--- src/rtl/sleep_issuer.sv ---
// Sleep/halt command issuer: drives a clock gater for timed sleeps and holds the CPU halted until irq.
// Optional halt timeout enabled by defining SLEEP_ISSUER_HALT_TIMEOUT_EN.
module sleep_issuer #(
  parameter int unsigned CNT_W = 21
) (
  input  logic        sclk,
  input  logic        reset,
  input  logic        cmd_valid,
  input  logic        cmd_op,
  input  logic [15:0] cmd_value,
  input  logic [4:0]  cmd_div,
  input  logic        irq,
  output logic        cmd_ready,
  output logic        sleep,
  output logic [15:0] value,
  output logic [4:0]  divider,
  output logic        wake,
  output logic        busy,
  output logic        done,
  output logic        timed_out
);

  typedef enum logic [2:0] {IDLE, ARM, SLEEP, HALT, DONE} state_e;

  state_e             state_q, state_d;
  logic [15:0]        value_q, value_d;
  logic [4:0]         divider_q, divider_d;
  logic [CNT_W-1:0]   cnt_q, cnt_d;
  logic               cmd_ready_q, cmd_ready_d;
  logic               sleep_q, sleep_d;
  logic               wake_q, wake_d;
  logic               busy_q, busy_d;
  logic               done_q, done_d;
  logic [15:0]        mul_a;
  logic [4:0]         mul_b;
  logic [CNT_W-1:0]   prod;
`ifdef SLEEP_ISSUER_HALT_TIMEOUT_EN
  logic               to_q, to_d;
`endif

  always_comb begin
    state_d   = state_q;
    value_d   = value_q;
    divider_d = divider_q;
    cnt_d     = cnt_q;
`ifdef SLEEP_ISSUER_HALT_TIMEOUT_EN
    to_d      = to_q;
`endif
    // One shared multiplier: halt entry uses the incoming command, sleep entry the latched one.
    mul_a = (state_q == IDLE) ? cmd_value : value_q;
    mul_b = (state_q == IDLE) ? cmd_div   : divider_q;
    prod  = CNT_W'(mul_a) * (CNT_W'(mul_b) + CNT_W'(1));
    case (state_q)
      IDLE: begin
        if (cmd_valid) begin
          value_d   = cmd_value;
          divider_d = cmd_div;
`ifdef SLEEP_ISSUER_HALT_TIMEOUT_EN
          to_d      = 1'b0;
          if (cmd_op) cnt_d = prod;
`endif
          state_d   = cmd_op ? HALT : ARM;
        end
      end
      ARM: begin
        cnt_d   = prod + CNT_W'(1);
        state_d = SLEEP;
      end
      SLEEP: begin
        cnt_d = cnt_q - CNT_W'(1);
        if (cnt_q == CNT_W'(1)) state_d = DONE;
      end
      HALT: begin
        if (irq) begin
          state_d = DONE;
        end
`ifdef SLEEP_ISSUER_HALT_TIMEOUT_EN
        else if (value_q != 16'd0) begin
          cnt_d = cnt_q - CNT_W'(1);
          if (cnt_q == CNT_W'(1)) begin
            state_d = DONE;
            to_d    = 1'b1;
          end
        end
`endif
      end
      DONE:    state_d = IDLE;
      default: state_d = IDLE;
    endcase
    cmd_ready_d = (state_d == IDLE);
    sleep_d     = (state_d == ARM);
    wake_d      = (state_d != HALT);
    busy_d      = (state_d != IDLE);
    done_d      = (state_d == DONE);
  end

  always_ff @(posedge sclk or negedge reset) begin
    if (!reset) begin
      state_q     <= IDLE;
      value_q     <= '0;
      divider_q   <= '0;
      cnt_q       <= '0;
      cmd_ready_q <= 1'b1;
      sleep_q     <= 1'b0;
      wake_q      <= 1'b1;
      busy_q      <= 1'b0;
      done_q      <= 1'b0;
`ifdef SLEEP_ISSUER_HALT_TIMEOUT_EN
      to_q        <= 1'b0;
`endif
    end else begin
      state_q     <= state_d;
      value_q     <= value_d;
      divider_q   <= divider_d;
      cnt_q       <= cnt_d;
      cmd_ready_q <= cmd_ready_d;
      sleep_q     <= sleep_d;
      wake_q      <= wake_d;
      busy_q      <= busy_d;
      done_q      <= done_d;
`ifdef SLEEP_ISSUER_HALT_TIMEOUT_EN
      to_q        <= to_d;
`endif
    end
  end

  assign cmd_ready = cmd_ready_q;
  assign sleep     = sleep_q;
  assign value     = value_q;
  assign divider   = divider_q;
  assign wake      = wake_q;
  assign busy      = busy_q;
  assign done      = done_q;
`ifdef SLEEP_ISSUER_HALT_TIMEOUT_EN
  assign timed_out = to_q;
`else
  assign timed_out = 1'b0;
`endif

endmodule
--- config.mk ---
export PLATFORM = sky130hd
export DESIGN_NAME = sleep_issuer
export DESIGN_NICKNAME = d
export VERILOG_FILES = /design/src/rtl/sleep_issuer.sv
export SDC_FILE = /design/constraint.sdc
export NUM_CORES = 1
export LEC_CHECK = 0
export ABC_AREA = 1
export CAP_MARGIN = 20
export CORE_ASPECT_RATIO = 2
export CORE_MARGIN = 1.5
export CORE_UTILIZATION = 40
export DETAILED_ROUTE_END_ITERATION = 6
export GPL_ROUTABILITY_DRIVEN = 1
export SLEW_MARGIN = 20
export SYNTH_ARGS = -nofsm -noshare
export SYNTH_HDL_FRONTEND = slang
export SYNTH_SLANG_ARGS = --single-unit
--- constraint.sdc ---
create_clock -name sclk -period 7.7 [get_ports sclk]
set_clock_uncertainty 0.2 [all_clocks]
set_input_delay 1.54 -clock sclk [delete_from_list [all_inputs] [get_ports sclk]]
set_output_delay 1.54 -clock sclk [all_outputs]
set_load 0.02 [all_outputs]
# --- Yosys cells after proc, flatten, opt, wreduce, memory -nomap -nowiden ---
# Cells that the tools add are included.
# W data, S select, Z words.
totals:
  elab_cells: 33
  input_bits: 26
  reg_bits: 50
  out_inout_bits: 27
classes:
  eq_ne: 7
  mux: 8
  n_addsub: 3
  n_reduce_logical: 5
  multipliers: 1
op_table:
  columns: ["operator", "n"]
  rows:
  - ["$pmux W21 S2", 1]
  - ["$add A21 B1 Y21 const B", 1]
  - ["$eq A21 B1 Y1 const B", 1]
  - ["$mul A16 B6 Y21", 1]
  - ["$sub A21 B1 Y21 const B", 1]
  - ["$mux W16", 1]
  - ["$pmux W3 S4", 1]
  - ["$mux W3", 3]
  - ["$add A5 B1 Y6 const B", 1]
  - ["$eq A3 B1 Y1 const B", 2]
  - ["$eq A3 B2 Y1 const B", 2]
  - ["$logic_not A3 Y1", 2]
  - ["$mux W5", 1]
  - ["$eq A3 B3 Y1 const B", 1]
  - ["$ne A3 B2 Y1 const B", 1]
  - ["$reduce_bool A3 Y1", 1]
  - ["$mux W2", 1]
  - ["$reduce_and A2 Y1", 1]
  - ["$reduce_bool A2 Y1", 1]

# --- Longest topological paths before layout ---
logic_depth:
  word_depth: 6
  mapped_depth: 31
  ltp_nobuf: 29

# --- Least setup slack after synthesis ---
# OpenSTA, ideal clock, no wires.
synth_timing:
  path_kind: "input-to-reg"
  from: "in cmd_div[0]"
  to: "reg cnt_q[12]"
  path_slack_ns: 1.648
  setup_time_ns: 0.083
  arrival_time_ns: 5.770
  path_buffers: 2
  stages: 22
  required_ns: 7.417
  cell_sequence: "o21ai_2 inv_1 buf_2 ha_1 xnor2_1 buf_2 nor2_1 fa_1 fa_1 inv_1 fa_1 inv_1 ha_1 nand2_1 nor2_1 inv_1 nor2_1 a21oi_1 or2_2 nand3_1 nand2_1 o21ai_0"
synth_via:
  elab_chain_len: 5
synth_rtl:
  columns: ["element", "line_no", "rtl"]
  rows:
  - ["from (decl)", "11", "input logic [4:0] cmd_div,"]
  - ["$mux W5", "51", "mul_b = (state_q == IDLE) ? cmd_div : divider_q;"]
  - ["$add A5 B1 Y6", "52", "prod = CNT_W'(mul_a) * (CNT_W'(mul_b) + CNT_W'(1));"]
  - ["$mul A16 B6 Y21", "52", null]
  - ["$add A21 B1 Y21", "66", "cnt_d = prod + CNT_W'(1);"]
  - ["$pmux W21 S2", "53", "case (state_q)"]
  - ["to (signal assigned)", "115", "cnt_q <= cnt_d;"]
  - ["to (decl)", "28", "logic [CNT_W-1:0] cnt_q, cnt_d;"]
# No other way between the ends.
# A chain may end at the register's enable or synchronous reset.

# --- Worst setup path in the final report ---
layout_timing:
  from: "in cmd_div[0]"
  to: "reg cnt_q[20]"
# Same word-level chain as after synthesis.

==> impl_metrics.tcl <==
set metrics [dict create \
    cts_resized 0 \
    drcViolationCount 0 \
    syn_area_um2 5950 \
    antenna_found_initial 0 \
    via_per_inst 5.02 \
    synth_seq_cells 50 \
    hold_viol 0 \
    fp-row-count 62 \
    cts.sinks 50 \
    ys_types 47 \
    clk_latency_ns 0.31 \
    cts_buffer_depth 2 \
    core-area_um2 14400 \
    utilization 0.470 \
    fillers 1550 \
    endpoint_kind "register" \
    drv_cap 0 \
    synth_area_per_cell_um2 7.10 \
    synthToLayoutAreaGrowth_pct 14.0 \
    initial_core_util 0.412 \
    final_common_cell "nand2_1" \
    rsz0062_at_grt "no" \
    ys.flop_type "dfrtp_1" \
    synth_edf_count 0 \
    yosysWarnings 0 \
    die-area_um2 15700 \
    worst_slew_pin_slew_ns 0.811 \
    drt_pre_antenna_iters 5 \
    post-place-ws_ns 0.679 \
    die_x_um 89.2 \
    crit_fanout 16 \
    gp_congestion 0.901 \
    fin_crit_sh 0.869 \
    portBuffers 51 \
    layout.area.seq_um2 1250 \
    layout_common_cells "nand2_1 (157), inv_1 (153), nor2_1 (133), fa_1 (56), o21ai_0 (51)" \
    routed-via-count 5391 \
    cts_tree "built" \
    io_pins 53 \
    wl_per_cell_um 14.7 \
    detail-route-antenna-nets 0 \
    layout.nets 996 \
    fin_ws_ns 1.01 \
    hold_class "reg2reg" \
    synth_fp_nets 954 \
    async_flop_share 1.00 \
    drtIter0Drc 194 \
    max_clock_freq_mhz 149 \
    cts_hold_buf 0 \
    clk_pin_slew_ns 0.08 \
    multiInputGateArea_um2 3990 \
    grt_usage 0.221 \
    root_buffer "clkbuf_16" \
    fin_crit_ns 6.69 \
    critPathLaunchType "primary input" \
    arrival_ns 6.70 \
    finalSetupTns_ns 0 \
    antenna_cells 0 \
    grt_pass1_wl_um 26700 \
    die_h_um 175 \
    worstPathRequired_ns 7.71 \
    dp.cells 1065 \
    syn-instance-count 838 \
    grt_max_degree 51 \
    drive_gt1_frac 0.0556 \
    cts-htree-levels 2 \
    numCtsBuffers 5 \
    dp_hpwl_um 13000 \
    path_class "in2reg" \
    setup_violations 0 \
    yosysSeqAreaShare 0.211 \
    wl_um 15800 \
    outcome "complete, no violations" \
    grt_pass1_vias 5596 \
    stdcell_count 1073 \
    grt_overflow 0 \
    post_cts_buffers 0 \
    slew_headroom 0.459 \
    slew_viol_final 0 \
]
## through the flow
step	hold slack (ns)	cell area, um2
2_1_floorplan	0.271	5950
3_3_place_gp	0.297	6610
3_5_place_dp	0.299	6610
4_1_cts	0.318	6790
5_1_grt	0.350	6790
6_report	0.313	6790
## critical path, stage by stage
cell	delay, ns
clkdlybuf4s50_1	0.44
o21ai_2	0.24
inv_1	0.29
ha_1	0.33
nand3_1	0.10
xor2_1	0.24
inv_2	0.20
nor2_1	0.17
fa_1	0.46
fa_1	0.54
inv_1	0.05
fa_1	0.52
inv_1	0.04
ha_1	0.35
a21oi_1	0.25
inv_1	0.07
a21oi_1	0.19
nand2_1	0.11
nand2_1	0.07
nand3_1	0.15
nand3_1	0.13
nand3_1	0.08
nand2_1	0.06
nand2_1	0.04
## metal layers
layer  vias to the layer above  part of all wire  track usage  wire, um
li1                       2680                 -            -         -
met1                      2563              0.35        0.222      5600
met2                       106              0.58        0.431      9180
met3                        42             0.022       0.0211       348
met4                         0             0.043        0.105       685
met5                         -                 0            0         0
## cells by family after synthesis
| kind of cell | share of synthesized area |
|---|---|
| AND/OR/NAND/NOR | 0.282 |
| buffers and inverters | 0.119 |
| adder cells (fa/ha/maj) | 0.260 |
| other | 0.000630 |
| multiplexers | 0.00904 |
| AO/OA/AOI/OAI | 0.104 |
| flip-flops | 0.211 |
| XOR/XNOR | 0.0145 |
## sequential cells by signal, summed over array words and instances, names as in the netlist
register and cells:
busy 1, cmd_ready 1, cnt_q 21, divider 5
done 1, sleep 1, state_q 3, value 16
wake 1
## area by class of cell
| class | count | area share |
|---|---|---|
| multi-input cells | 610 | 0.588 |
| flip-flops and latches | 50 | 0.185 |
| inverters | 158 | 0.0874 |
| repair buffers | 55 | 0.0789 |
| well taps | 192 | 0.0354 |
| clock buffers | 5 | 0.0184 |
| clock inverters | 3 | 0.00719 |
## Yosys cell counts, drive strengths merged, types with 2 or more instances
cell type,n,area share
o21ai,61,0.052
o221ai,3,0.0044
xnor2,5,0.0074
buf,13,0.015
xor2,4,0.0072
nor2,145,0.10
nor3,10,0.0084
nand3b,3,0.0038
or2,10,0.011
inv,157,0.099
nand3,49,0.041
ha,34,0.071
a21oi,38,0.032
clkbuf,7,0.0044
dfstp,2,0.0088
fa,56,0.19
nand2,161,0.11
mux2i,2,0.0034
nand4,9,0.0095
o21bai,2,0.0025
a31oi,6,0.0063
dfrtp,48,0.20
mux2,3,0.0057
## path summary, 6_finish.rpt
| kind | start | end | slack, ns | depth (start not counted) |
|---|---|---|---|---|
| min reg2reg | divider[4]$_DFFE_PN0P_ | divider[4]$_DFFE_PN0P_ | 0.31 | 2 |
| max | cmd_div[0] | cnt_q[20]$_DFFE_PN0P_ | 1.01 | 24 |
| max in group asynchronous | reset | cnt_q[17]$_DFFE_PN0P_ | 5.70 | 2 |
| max reg2reg | state_q[1]$_DFF_PN0_ | cnt_q[20]$_DFFE_PN0P_ | 1.79 | 25 |
| min in group asynchronous | reset | value[15]$_DFFE_PN0P_ | 1.15 | 2 |
| min | divider[4]$_DFFE_PN0P_ | divider[4]$_DFFE_PN0P_ | 0.31 | 2 |
Power is not shown: default switching activity piles up to over one toggle a cycle in this logic, so the estimate is an artifact.
